## config.mk

```make
export PLATFORM = sky130hd
export DESIGN_NAME = apb_requester_flat
export DESIGN_NICKNAME = d
export VERILOG_FILES = /design/src/rtl/apb_requester_pkg.sv /design/src/rtl/apb_requester_if.sv /design/src/rtl/apb_wait_timer.sv /design/src/rtl/apb_requester.sv /design/src/flat_wrapper.sv
export SDC_FILE = /design/constraint.sdc
export NUM_CORES = 1
export LEC_CHECK = 0
export CAP_MARGIN = 40
export CORE_UTILIZATION = 40
export DETAILED_ROUTE_END_ITERATION = 16
export PLACE_DENSITY_LB_ADDON = 0.3
export SLEW_MARGIN = 10
export SYNTH_ARGS = -nofsm -noshare
export SYNTH_HDL_FRONTEND = slang
export SYNTH_SLANG_ARGS = --single-unit
```

## constraint.sdc

```tcl
create_clock -name Pclk -period 3.7 [get_ports Pclk]
set_clock_uncertainty 0.2 [all_clocks]
set_input_delay 0.37 -clock Pclk [delete_from_list [all_inputs] [get_ports Pclk]]
set_output_delay 0.37 -clock Pclk [all_outputs]
set_load 0.05 [all_outputs]
```

## src/rtl/apb_requester_pkg.sv

```systemverilog
// apb_requester_pkg: shared types and helpers for the APB requester slice.
//   state_e   - requester FSM states
//   rsp_t     - captured response (read data, error, timeout flag)
//   cnt_width - width of the ACCESS wait counter for a given timeout
package apb_requester_pkg;

    typedef enum logic [1:0] {
        IDLE   = 2'd0,
        SETUP  = 2'd1,
        ACCESS = 2'd2,
        RESP   = 2'd3
    } state_e;

    // rsp_t carries the widest supported data path. The requester's
    // DATA_WIDTH must not exceed RSP_DW.
    localparam int RSP_DW = 32;

    typedef struct packed {
        logic [RSP_DW-1:0] rdata;
        logic              err;
        logic              timeout;
    } rsp_t;

    // clog2(t+1), kept at least 1 bit so a disabled timeout (t=0) still
    // yields a legal vector.
    function automatic int cnt_width(input int t);
        return (t < 1) ? 1 : $clog2(t + 1);
    endfunction

    localparam int WAIT_CNT_W = cnt_width(16);

endpackage

```

## src/rtl/apb_requester_if.sv

```systemverilog
// apb_requester_if: command, response and APB signals of the requester.
//   master - the requester (drives cmd_ready, rsp_*, Psel/Penable/Pwrite/Paddr/Pwdata)
//   slave  - the environment (command source, response sink, APB completer)
interface apb_requester_if #(
    parameter int ADDR_WIDTH = 32,
    parameter int DATA_WIDTH = 32
);
    logic                  cmd_valid;
    logic                  cmd_ready;
    logic                  cmd_write;
    logic [ADDR_WIDTH-1:0] cmd_addr;
    logic [DATA_WIDTH-1:0] cmd_wdata;

    logic                  rsp_valid;
    logic                  rsp_ready;
    logic [DATA_WIDTH-1:0] rsp_rdata;
    logic                  rsp_err;
    logic                  rsp_timeout;

    logic                  Psel;
    logic                  Penable;
    logic                  Pwrite;
    logic [ADDR_WIDTH-1:0] Paddr;
    logic [DATA_WIDTH-1:0] Pwdata;
    logic [DATA_WIDTH-1:0] Prdata;
    logic                  Pready;
    logic                  Pslverr;

    modport master (
        input  cmd_valid, cmd_write, cmd_addr, cmd_wdata, rsp_ready,
               Prdata, Pready, Pslverr,
        output cmd_ready, rsp_valid, rsp_rdata, rsp_err, rsp_timeout,
               Psel, Penable, Pwrite, Paddr, Pwdata
    );

    modport slave (
        output cmd_valid, cmd_write, cmd_addr, cmd_wdata, rsp_ready,
               Prdata, Pready, Pslverr,
        input  cmd_ready, rsp_valid, rsp_rdata, rsp_err, rsp_timeout,
               Psel, Penable, Pwrite, Paddr, Pwdata
    );
endinterface

```

## src/rtl/apb_wait_timer.sv

```systemverilog
// apb_wait_timer: counts ACCESS cycles in which the slave holds Pready low.
//   Pclk, Preset - clock, asynchronous active-high reset
//   clr          - zero the count (held while not in ACCESS)
//   en           - count this cycle (ACCESS with Pready=0)
//   expired      - the current ACCESS cycle is the last one allowed
module apb_wait_timer
    import apb_requester_pkg::*;
#(
    parameter int TIMEOUT_CYCLES = 16
) (
    input  logic Pclk,
    input  logic Preset,
    input  logic clr,
    input  logic en,
    output logic expired
);
    localparam int            CW   = cnt_width(TIMEOUT_CYCLES);
    localparam logic [CW-1:0] SAT  = CW'(TIMEOUT_CYCLES);
    localparam logic [CW-1:0] LAST = CW'((TIMEOUT_CYCLES > 0) ? TIMEOUT_CYCLES - 1 : 0);

    logic [CW-1:0] cnt;

    // cnt holds the number of wait cycles already seen, so during the k-th
    // ACCESS cycle it reads k-1; saturating keeps it from wrapping.
    always_ff @(posedge Pclk or posedge Preset) begin
        if (Preset)
            cnt <= '0;
        else if (clr)
            cnt <= '0;
        else if (en && cnt != SAT)
            cnt <= cnt + CW'(1);
    end

    assign expired = (TIMEOUT_CYCLES > 0) && (cnt >= LAST);
endmodule

```

## src/rtl/apb_requester.sv

```systemverilog
// apb_requester: APB initiator, one outstanding transfer.
//   Pclk, Preset - clock, asynchronous active-high reset
//   bus (master) - cmd_* valid/ready command in, rsp_* valid/ready response
//                  out, APB requester signals (all APB outputs registered)
// Flow: IDLE -> SETUP (1 cycle) -> ACCESS (until Pready or timeout) -> RESP
// (until rsp_ready) -> IDLE.
module apb_requester
    import apb_requester_pkg::*;
#(
    parameter int ADDR_WIDTH     = 32,
    parameter int DATA_WIDTH     = 32,
    parameter int TIMEOUT_CYCLES = 16
) (
    input logic              Pclk,
    input logic              Preset,
    apb_requester_if.master  bus
);
    state_e                state;
    logic                  psel_q;
    logic                  penable_q;
    logic                  pwrite_q;
    logic [ADDR_WIDTH-1:0] paddr_q;
    logic [DATA_WIDTH-1:0] pwdata_q;
    rsp_t                  rsp_q;
    logic                  expired;

    apb_wait_timer #(.TIMEOUT_CYCLES(TIMEOUT_CYCLES)) u_timer (
        .Pclk    (Pclk),
        .Preset  (Preset),
        .clr     (state != ACCESS),
        .en      (state == ACCESS && !bus.Pready),
        .expired (expired)
    );

    always_ff @(posedge Pclk or posedge Preset) begin
        if (Preset) begin
            state     <= IDLE;
            psel_q    <= 1'b0;
            penable_q <= 1'b0;
            pwrite_q  <= 1'b0;
            paddr_q   <= '0;
            pwdata_q  <= '0;
            rsp_q     <= '0;
        end else begin
            case (state)
                IDLE: if (bus.cmd_valid) begin
                    pwrite_q <= bus.cmd_write;
                    paddr_q  <= bus.cmd_addr;
                    // Reads leave Pwdata untouched to avoid needless toggling.
                    if (bus.cmd_write)
                        pwdata_q <= bus.cmd_wdata;
                    psel_q <= 1'b1;
                    state  <= SETUP;
                end
                SETUP: begin
                    penable_q <= 1'b1;
                    state     <= ACCESS;
                end
                ACCESS: begin
                    // Completion is checked first so Pready on the timeout
                    // boundary cycle still yields a normal response.
                    if (bus.Pready) begin
                        rsp_q.rdata   <= pwrite_q ? '0 : RSP_DW'(bus.Prdata);
                        rsp_q.err     <= bus.Pslverr;
                        rsp_q.timeout <= 1'b0;
                        psel_q        <= 1'b0;
                        penable_q     <= 1'b0;
                        state         <= RESP;
                    end else if (expired) begin
                        rsp_q.rdata   <= '0;
                        rsp_q.err     <= 1'b1;
                        rsp_q.timeout <= 1'b1;
                        psel_q        <= 1'b0;
                        penable_q     <= 1'b0;
                        state         <= RESP;
                    end
                end
                RESP: if (bus.rsp_ready)
                    state <= IDLE;
                default: state <= IDLE;
            endcase
        end
    end

    // Handshake flags decode straight from the state register, so reset
    // clears rsp_valid (and raises cmd_ready) without a clock edge.
    assign bus.cmd_ready   = (state == IDLE);
    assign bus.rsp_valid   = (state == RESP);
    assign bus.rsp_rdata   = rsp_q.rdata[DATA_WIDTH-1:0];
    assign bus.rsp_err     = rsp_q.err;
    assign bus.rsp_timeout = rsp_q.timeout;
    assign bus.Psel        = psel_q;
    assign bus.Penable     = penable_q;
    assign bus.Pwrite      = pwrite_q;
    assign bus.Paddr       = paddr_q;
    assign bus.Pwdata      = pwdata_q;
endmodule

```

## src/flat_wrapper.sv

```systemverilog
// flat-port wrapper written by rule: the top's interface ports become plain ports
module apb_requester_flat import apb_requester_pkg::*;
#(
    parameter int ADDR_WIDTH     = 32,
    parameter int DATA_WIDTH     = 32,
    parameter int TIMEOUT_CYCLES = 16
)
  (Pclk, Preset, bus_cmd_valid, bus_cmd_write, bus_cmd_addr, bus_cmd_wdata, bus_rsp_ready, bus_Prdata, bus_Pready, bus_Pslverr, bus_cmd_ready, bus_rsp_valid, bus_rsp_rdata, bus_rsp_err, bus_rsp_timeout, bus_Psel, bus_Penable, bus_Pwrite, bus_Paddr, bus_Pwdata);
  apb_requester_if #(.ADDR_WIDTH(ADDR_WIDTH), .DATA_WIDTH(DATA_WIDTH)) bus_i ();
  input logic Pclk;
  input logic Preset;
  input wire logic [$bits(bus_i.cmd_valid)-1:0] bus_cmd_valid;
  input wire logic [$bits(bus_i.cmd_write)-1:0] bus_cmd_write;
  input wire logic [$bits(bus_i.cmd_addr)-1:0] bus_cmd_addr;
  input wire logic [$bits(bus_i.cmd_wdata)-1:0] bus_cmd_wdata;
  input wire logic [$bits(bus_i.rsp_ready)-1:0] bus_rsp_ready;
  input wire logic [$bits(bus_i.Prdata)-1:0] bus_Prdata;
  input wire logic [$bits(bus_i.Pready)-1:0] bus_Pready;
  input wire logic [$bits(bus_i.Pslverr)-1:0] bus_Pslverr;
  output wire logic [$bits(bus_i.cmd_ready)-1:0] bus_cmd_ready;
  output wire logic [$bits(bus_i.rsp_valid)-1:0] bus_rsp_valid;
  output wire logic [$bits(bus_i.rsp_rdata)-1:0] bus_rsp_rdata;
  output wire logic [$bits(bus_i.rsp_err)-1:0] bus_rsp_err;
  output wire logic [$bits(bus_i.rsp_timeout)-1:0] bus_rsp_timeout;
  output wire logic [$bits(bus_i.Psel)-1:0] bus_Psel;
  output wire logic [$bits(bus_i.Penable)-1:0] bus_Penable;
  output wire logic [$bits(bus_i.Pwrite)-1:0] bus_Pwrite;
  output wire logic [$bits(bus_i.Paddr)-1:0] bus_Paddr;
  output wire logic [$bits(bus_i.Pwdata)-1:0] bus_Pwdata;
  assign bus_i.cmd_valid = bus_cmd_valid;
  assign bus_i.cmd_write = bus_cmd_write;
  assign bus_i.cmd_addr = bus_cmd_addr;
  assign bus_i.cmd_wdata = bus_cmd_wdata;
  assign bus_i.rsp_ready = bus_rsp_ready;
  assign bus_i.Prdata = bus_Prdata;
  assign bus_i.Pready = bus_Pready;
  assign bus_i.Pslverr = bus_Pslverr;
  assign bus_cmd_ready = bus_i.cmd_ready;
  assign bus_rsp_valid = bus_i.rsp_valid;
  assign bus_rsp_rdata = bus_i.rsp_rdata;
  assign bus_rsp_err = bus_i.rsp_err;
  assign bus_rsp_timeout = bus_i.rsp_timeout;
  assign bus_Psel = bus_i.Psel;
  assign bus_Penable = bus_i.Penable;
  assign bus_Pwrite = bus_i.Pwrite;
  assign bus_Paddr = bus_i.Paddr;
  assign bus_Pwdata = bus_i.Pwdata;
  apb_requester #(.ADDR_WIDTH(ADDR_WIDTH), .DATA_WIDTH(DATA_WIDTH), .TIMEOUT_CYCLES(TIMEOUT_CYCLES)) u_core (.Pclk(Pclk), .Preset(Preset), .bus(bus_i));
endmodule
```

==> flow_metrics.py, run 1 <==
metrics = {
    "place": {
        "port_buffers": 205,
        "routabilityCongestion": 0.773,
        "pre_cts_ws_ns": 1.29,
        "dpl.cell_count": 606,
        "dp_hpwl_mm": 7.52,
        "place_area_mm2": 0.00639,
    },
    "worst_setup_path": {
        "critPathKind": "flip-flop to output pin",
        "rr_startpoint": "u_core.u_timer.cnt[1]$_DFFE_PP0P_",
        "crit_slowest_cell": "clkdlybuf4s50_1",
        "worstSetupStartpointType": "flip-flop",
        "critPathTopFamily": "buffers and inverters",
        "cpPeakStageDelay_ns": 0.88,
        "r2r_cells": 7,
        "r2r_slack_ns": 1.26,
        "path_cells": "inv_1, ha_1, clkdlybuf4s50_1",
        "endpoint_kind": "output pin",
        "crit_required_ns": 3.13,
        "worstPathArrival_ns": 2.05,
        "path_buf_inv": 2,
        "r2r_end": "u_core.bus.rsp_rdata[9]$_DFFE_PP0P_",
        "path_max_fanout": 5,
    },
    "timing": {
        "tightest_slew_ns": 0.835,
        "timing.final.crit_share": 0.708,
        "setup_tns_ns": 0,
        "grt_setup_unrepaired": "false",
        "setup_violations": 0,
        "fmax_mhz": 381,
        "final-max-slew-violation-count": 0,
        "hold-worst-slack_ns": 0.268,
        "setup_slack_ns": 1.08,
        "period_minus_slack_ns": 2.62,
        "maxSlewHeadroom": 0.441,
        "hold_violations": 0,
    },
    "finish": {
        "fill_cells": 801,
        "area_delta_synth_final_pct": 56.0,
        "final_area_mm2": 0.00658,
        "fin_cells": 622,
        "final_core_util": 0.640,
        "num_antenna_cells": 0,
        "drive_above_1_share": 0.187,
        "seq_area_mm2": 0.00270,
        "multi_input_comb_area_mm2": 0.00138,
        "nets": 591,
    },
    "clocking": {
        "cts_tree": "done",
        "cts_resized": 0,
        "htree_levels": 3,
        "clock-sinks": 108,
        "cts_hold_buf": 0,
        "numCtsBuffers": 9,
        "clockBufferDepth": 2,
        "postCtsSetupBuffers": 0,
        "worstSkewPairLatency_ns": 0.36,
        "ctsRootBufferMaster": "clkbuf_8",
        "clk_pin_slew_worst_paths_ns": 0.11,
    },
    "routing": {
        "antenna_left": 0,
        "vias_per_cell": 4.86,
        "wire_per_inst_um": 16.5,
        "drc": 0,
        "routed_wl_mm": 10.3,
        "dr.pass1.iters": 4,
        "drtIter0Drc": 141,
        "vias": 3023,
    },
    "global_routing": {
        "antenna_found_initial": 0,
        "grt_pass1_wl_mm": 16.7,
        "grt_use_total": 0.197,
        "grt_remaining_overflow": 0,
        "grt_max_degree": 56,
        "grt_pass1_vias": 3190,
    },
    "floorplan": {
        "fp.coreArea_mm2": 0.0103,
        "die_w_um": 105,
        "ioPinCount": 206,
        "rows": 37,
        "initial_utilization": 0.410,
        "die_area_mm2": 0.0110,
        "die_h_um": 105,
    },
    "run_status": {
        "status": "completed",
    },
    "flow_run": {
        "max_cap_viol_count": 0,
    },
    "pwr": {
        "ir_drop_mv": 0.511,
        "switching_share": 0.484,
        "pwr_density_cell_mw_per_mm2": 1020,
        "pwr-share-clk": 0.100,
        "total_power_mw": 6.71,
        "pwr-share-seq": 0.298,
        "p_comb_frac": 0.603,
        "leakage_nw": 2.87,
        "p_sw_mw": 3.25,
        "p_int_mw": 3.46,
    },
    "logic_synthesis": {
        "synth_seq_cells": 108,
        "synth.distinct_cells": 32,
        "syn_avg_cell_area_um2": 15.3,
        "synth_nets": 385,
        "syn_inst": 275,
        "synth_async_sr_flop_share": 1.00,
        "synth_edf_count": 0,
        "syn_area_mm2": 0.00422,
        "synth-main-ff-cell": "dfrtp_1",
        "synth_warnings": 0,
        "yosysSeqAreaShare": 0.641,
    },
    "worst_hold_path": {
        "hp-class": "primary input to asynchronous set/reset pin",
    },
}
==> cells in the final DEF (no fill, tap or decap), types with 2 or more instances in the layout <==
master / netlist / final
clkdlybuf4s50_1: 0 / 205
dfrtp_1: 108 / 108
mux2_2: 64 / 64
a22o_1: 32 / 32
clkbuf_8: 0 / 9
inv_1: 9 / 8
nand2_1: 7 / 7
ha_1: 7 / 7
o21ai_0: 5 / 5
a21oi_1: 4 / 4
nor2_1: 3 / 3
mux2i_1: 3 / 3
nor2b_1: 2 / 2
clkinv_4: 0 / 2
inv_6: 0 / 2
==> synth_stat cells (all sizes together), types with 2 or more instances <==
master | instances | area, um2
a22o | 32 | 280
mux2 | 64 | 721
nand2 | 8 | 32.5
o21ai | 6 | 41.3
nor2b | 2 | 12.5
a21oi | 5 | 28.8
ha | 7 | 87.6
mux2i | 3 | 30.0
nand3 | 2 | 15.0
buf | 12 | 97.6
nor2 | 4 | 22.5
dfrtp | 108 | 2700
inv | 9 | 33.8
==> final cells by class <==
class | count | area share
Clock buffer | 9 | 0.0188
Clock inverter | 7 | 0.00894
Inverter | 9 | 0.00552
Multi-Input combinational cell | 145 | 0.209
Sequential cell | 108 | 0.411
Tap cell | 136 | 0.0259
Timing Repair Buffer | 208 | 0.320
==> power by group through the flow <==
stage          Sequential, mW  Combinational (mW)  Clock [mW]
4_1_cts                  2.00                4.08       0.703
3_5_place_dp             2.03                4.06           0
5_1_grt                  2.07                4.22       0.740
2_1_floorplan            3.81               0.894           0
3_3_place_gp             2.00                4.01           0
6_report                 2.00                4.05       0.668
==> worst max-delay path by stage <==
stage                     slack [ns]                             endpoint  cells past startpoint                         startpoint
after floorplan                 0.28      u_core.bus.Paddr[0]$_DFFE_PP0P_                      1                             Preset
after global routing            0.97                        bus_cmd_ready                      3        u_core.state[0]$_DFFE_PP0P_
after CTS                       1.05                        bus_cmd_ready                      3        u_core.state[0]$_DFFE_PP0P_
final                           1.08                        bus_cmd_ready                      3        u_core.state[0]$_DFFE_PP0P_
after global placement          1.27     u_core.bus.Pwdata[5]$_DFFE_PP0P_                      3                      bus_cmd_valid
after detailed placement        1.29  u_core.bus.rsp_rdata[9]$_DFFE_PP0P_                      7  u_core.u_timer.cnt[1]$_DFFE_PP0P_
==> flip-flops by register name (all words and copies together) (netlist names) <==
name	cells
u_core.bus.rsp_timeout	1
u_core.u_timer.cnt	5
u_core.bus.rsp_rdata	32
u_core.bus.Pwrite	1
u_core.state	2
u_core.bus.Paddr	32
u_core.bus.Pwdata	32
u_core.bus.Penable	1
u_core.bus.rsp_err	1
u_core.bus.Psel	1
==> logic make-up after synthesis <==
family,share of synthesized area
AOI/OAI and AO/OA,0.0965
buffers and inverters,0.0321
xor gates and xnor gates,0.00208
adders and majority gates,0.0208
and+or+nand+nor,0.0294
muxes,0.178
DFF,0.641
==> per-layer routing <==
| metal | vias up | GRT usage | wire length [um] |
|---|---|---|---|
| met3 | 20 | 0.0568 | 798 |
| met4 | 0 | 0.0795 | 295 |
| met2 | 145 | 0.326 | 5030 |
| met5 | - | 0 | 0 |
| li1 | 1390 | - | - |
| met1 | 1468 | 0.242 | 4140 |
(Power assumes the default switching activity.)
==> run 2: changes to the inputs <==
==> constraint.sdc (replaced) <==
create_clock -name Pclk -period 2.5 [get_ports Pclk]
set_clock_uncertainty 0.2 [all_clocks]
set_input_delay 0.25 -clock Pclk [delete_from_list [all_inputs] [get_ports Pclk]]
set_output_delay 0.25 -clock Pclk [all_outputs]
set_load 0.05 [all_outputs]
==> run 2 against run 1 <==
  * Wire length decreased by 2.1%
  * Critical path type unchanged
  * Sequential power rose by 48%
  * Largest power group unchanged
  * Clock power rose by 68%
  * Critical endpoint is now bus_rsp_valid
  * Power increased by 50%
  * Cell area is 1.0% higher
==> flow_metrics.py, run 2 (synthesis results as in run 1) <==
metrics = {
    "run_status": {
        "status": "completed",
    },
    "finish": {
        "area_delta_synth_final_pct": 57.6,
        "final_area_mm2": 0.00665,
        "final_common_cell": "clkdlybuf4s50_1",
        "num_antenna_cells": 0,
        "nets": 596,
        "fill_cells": 799,
        "final_cell_mix": "clkdlybuf4s50_1 (204), dfrtp_1 (108), mux2_2 (64)",
        "drive_above_1_share": 0.188,
    },
    "timing": {
        "grt_setup_unrepaired": "false",
        "hold_violations": 0,
        "final-max-slew-violation-count": 0,
        "setup_tns_ns": 0,
        "setup_violations": 0,
        "maxSlewHeadroom": 0.632,
        "fmax_mhz": 455,
        "tightest_slew_ns": 0.550,
        "period_minus_slack_ns": 2.20,
        "timing.final.crit_share": 0.880,
    },
    "routing": {
        "vias": 3041,
        "antenna_left": 0,
        "drc": 0,
        "wire_per_inst_um": 16.1,
        "vias_per_cell": 4.87,
        "dr.pass1.iters": 6,
        "drtIter0Drc": 94,
        "routed_wl_mm": 10.0,
    },
    "clocking": {
        "cts_resized": 0,
        "numCtsBuffers": 9,
        "clk_pin_slew_worst_paths_ns": 0.09,
        "postCtsSetupBuffers": 0,
        "worstSkewPairLatency_ns": 0.35,
        "clock-sinks": 108,
        "clockBufferDepth": 2,
        "ctsRootBufferMaster": "clkbuf_8",
        "cts_hold_buf": 0,
        "cts_tree": "done",
        "htree_levels": 3,
    },
    "floorplan": {
        "die_area_mm2": 0.0110,
        "initial_utilization": 0.410,
        "ioPinCount": 206,
        "die_w_um": 105,
        "fp.coreArea_mm2": 0.0103,
        "die_h_um": 105,
        "rows": 37,
    },
    "pwr": {
        "ir_drop_mv": 0.811,
        "total_power_mw": 10.1,
        "leakage_nw": 2.91,
        "pwr_density_cell_mw_per_mm2": 1520,
    },
    "worst_setup_path": {
        "cpPeakStageDelay_ns": 0.81,
        "worstSetupStartpointType": "flip-flop",
        "crit_required_ns": 2.05,
        "worstPathArrival_ns": 1.75,
        "endpoint_kind": "output pin",
        "critPathKind": "flip-flop to output pin",
        "crit_slowest_cell": "clkdlybuf4s50_1",
        "path_max_fanout": 3,
        "path_cells": "ha_1, clkdlybuf4s50_1",
    },
    "place": {
        "dp_hpwl_mm": 7.47,
        "port_buffers": 205,
        "routabilityCongestion": 0.736,
        "place_area_mm2": 0.00644,
    },
    "flow_run": {
        "max_cap_viol_count": 0,
    },
    "global_routing": {
        "grt_pass1_wl_mm": 16.3,
        "grt_remaining_overflow": 0,
        "grt_max_degree": 56,
        "antenna_found_initial": 0,
        "grt_pass1_vias": 3208,
        "grt_use_total": 0.191,
    },
    "worst_hold_path": {
        "hp-class": "primary input to asynchronous set/reset pin",
    },
}
-- run 2: cell types whose count changed in the layout (fill, tap and decap cells not counted), sizes merged, moves of 2 or more --
cell / previous run / this run
bufinv: 0 / 2
inv: 12 / 8
clkbuf: 9 / 12
buf: 3 / 8
clkinv: 3 / 0
-- run 2: critical path, delay by kind of cell (launching register included) --
kind / cells / cell delay, ns
fa+ha+maj: 1 / 0.20
buf+inv: 1 / 0.81
flops: 1 / 0.38
-- run 2: cell type report --
type                            instances  area (um2)  area share
Sequential cell                       108        2700       0.407
Inverter                                9        37.5     0.00565
Clock inverter                          2        60.1     0.00904
Timing Repair Buffer                  213        2150       0.324
Clock buffer                           12         145      0.0218
Multi-Input combinational cell        145        1380       0.207
Tap cell                              136         170      0.0256
-- run 2: stage by stage --
step | hold slack, ns | utilization | worst slack (ns) | cells
after floorplan | 0.136 | - | 0.449 | 275
after global placement | 0.281 | 0.626 | 0.459 | 611
after detailed placement | 0.280 | 0.626 | 0.370 | 611
after CTS | 0.142 | 0.646 | 0.0146 | 625
after global routing | 0.160 | 0.647 | 0.181 | 625
final | 0.143 | 0.647 | 0.301 | 625
-- run 2: where the power goes --
group	total [mW]	leakage, nW	internal (mW)	switching [mW]
logic	5.99	1.48	2.23	3.76
registers	2.96	1.33	2.54	0.420
clock network	1.12	0.103	0.583	0.533
total	10.1	2.91	5.35	4.72
-- run 2: final timing paths --
check                           slack [ns]                                    to                                  from  cells after the start
worst max-delay path                  0.30                         bus_rsp_valid           u_core.state[1]$_DFFE_PP0P_                      2
max in group asynchronous             1.69    u_core.bus.rsp_timeout$_DFFE_PP0P_                                Preset                      3
worst min-delay path                  0.14           u_core.bus.Psel$_DFFE_PP0P_                                Preset                      3
worst max register to register        0.36  u_core.bus.rsp_rdata[14]$_DFFE_PP0P_     u_core.u_timer.cnt[1]$_DFFE_PP0P_                      8
worst min register to register        0.30  u_core.bus.rsp_rdata[31]$_DFFE_PP0P_  u_core.bus.rsp_rdata[31]$_DFFE_PP0P_                      1
min in group Pclk                     0.27        u_core.bus.rsp_err$_DFFE_PP0P_                           bus_Pslverr                      3
-- run 2: per-layer routing --
| metal | global-route usage | vias up | wire [um] |
|---|---|---|---|
| li1 | - | 1397 | - |
| met1 | 0.224 | 1497 | 4010 |
| met2 | 0.319 | 133 | 5020 |
| met3 | 0.0680 | 14 | 836 |
| met4 | 0.0765 | 0 | 172 |
| met5 | 0 | - | 0 |
==> variant (settings of run 1) <==
`TIMEOUT_CYCLES` is set to 16 in 3 places; all go to 17.
--- a/src/rtl/apb_wait_timer.sv
+++ b/src/rtl/apb_wait_timer.sv
@@ -8,3 +8,3 @@
 #(
-    parameter int TIMEOUT_CYCLES = 16
+    parameter int TIMEOUT_CYCLES = 17
 ) (
--- a/src/rtl/apb_requester.sv
+++ b/src/rtl/apb_requester.sv
@@ -11,3 +11,3 @@
     parameter int DATA_WIDTH     = 32,
-    parameter int TIMEOUT_CYCLES = 16
+    parameter int TIMEOUT_CYCLES = 17
 ) (
--- a/src/flat_wrapper.sv
+++ b/src/flat_wrapper.sv
@@ -5,3 +5,3 @@
     parameter int DATA_WIDTH     = 32,
-    parameter int TIMEOUT_CYCLES = 16
+    parameter int TIMEOUT_CYCLES = 17
 )
Formal check against the unedited RTL: no difference found for any inputs over 10 cycles, from zero or initial values and one cycle with Preset high; that may be too few to reach the edited logic, so the function may still have changed.
==> variant against run 1 <==
Worst hold slack improved by 22 ps. Critical endpoint unchanged. Highest routed layer unchanged. Worst setup slack improved by 76 ps. Sequential cell count did not move. Clock power rose by 15%. Total power rose by 3.1%. Sequential share of layout area fell by 0.49 points. Utilization rose by 0.48 points. Largest cell class unchanged. Design area rose by 1.2%. Synthesized area rose by 0.92%. Largest power group unchanged. Cell count rose by 9.3%. Critical path depth did not move. Combinational power rose by 2%. Routed wire length rose by 0.45%.
==> variant: results (changes against run 1) <==
stage,metric,value,unit,change
status,status,"complete, no violations",,
placement,HPWL after DPL,7620,um,+1.4%
sta,relative slew slack,45.4,%,+1.3 points
route,drt first-iter violations,117,,-17%
yosys,top post-synthesis cells by count,"dfrtp_1 (108), nand2_1 (69), mux2_2 (64), o21ai_0 (35), buf_2 (12)",,
setup_path,arrival time at the worst endpoint,1970,ps,-80 ps
setup_path,r2r setup slk,1660,ps,+400 ps
setup_path,"Largest stage delay, worst path",830,ps,-50 ps
route,via density per instance,4.74,,-2.5%
grt,met3 usage,3.87,%,-1.8 points
yosys,synth unique cells,23,,-28%
yosys,"top cells by area, synth","dfrtp_1 (64%), mux2_2 (17%), nand2_1 (6.1%), o21ai_0 (4.1%), ha_1 (1.8%)",,
setup_path,Critical Path Source,u_core.state[1],,
cells_and_area,multi-input logic area,1450,um2,+4.9%
route,DR WL met2,5490,um,+9.3%
yosys,"Avg Cell Area, Syn",12.7,um2,-17%
grt,vias in the first global route,3268,,+2.4%
grt,GR Util All Layers,18.9,%,-0.81 points
placement,placed inst area,6440,um2,+0.72%
grt,met2 usage,34.6,%,+2.0 points
pwr,sw frac,48.8,%,+0.40 points
route,met1 WL,4180,um,+0.99%
pwr,Peak VDD IR,533,uV,+4.3%
yosys,syn_nets,445,,+16%
pwr,share of power burned in registers,29.2,%,-0.6 points
grt,first-pass GRT wire length,16300,um,-1.9%
pwr,clock share of power,11.1,%,+1.1 points
cells_and_area,Final #Nets,648,,+9.6%
grt,GR Layer Usage met1,22.3,%,-1.8 points
placement,Placer Congestion,0.728,,-5.8%
route,metal3 WL,478,um,-40%
placement,I/O Buffers,205,,unchanged
grt,largest net degree at the start of global routing,69,,+23%
yosys,register area share after synthesis,63.5,%,-0.58 points
setup_path,R2R depth,5,,-2
setup_path,R2R Path End,u_core.bus.Pwdata[15],,
min_path,hold_sp,u_core.bus.rsp_rdata[10],,
min_path,worst hold path class,reg2reg,,
pwr,leakage,2.82,nW,-1.6%
route,Routed Wire Length,10300,um,+0.45%
variant: changes by cell type after synthesis, moves of 6 or more:
| cell | delta |
|---|---|
| a22o_1 | -32 |
| nand2_1 | +62 |
| buf_2 | +6 |
| o21ai_0 | +30 |
| o21ai_1 | +6 |
| buf_6 | -6 |
variant: kinds of logic after synthesis:
group           Yosys count  share of synthesized area [%]
compound gates           52                           6.76
fa+ha+maj                 6                           1.76
buf+inv                  25                           2.82
flops                   108                           63.5
mux                      65                           17.2
simple gates             80                           7.94
variant: metrics by stage:
step / hold slack [ps] / setup slack, ps
after floorplan: 284 / 284
after global placement: 263 / 1510
after detailed placement: 270 / 1420
after CTS: 297 / 1120
after global routing: 318 / 1030
final: 290 / 1160
variant: layout make-up:
type | count | share of cell area (%)
sequential | 108 | 40.6
timing repair buffer | 211 | 31.5
multi-input combinational | 203 | 21.7
tap | 136 | 2.56
clock buffer | 10 | 2.07
clock inverter | 6 | 1.17
inverter | 6 | 0.376
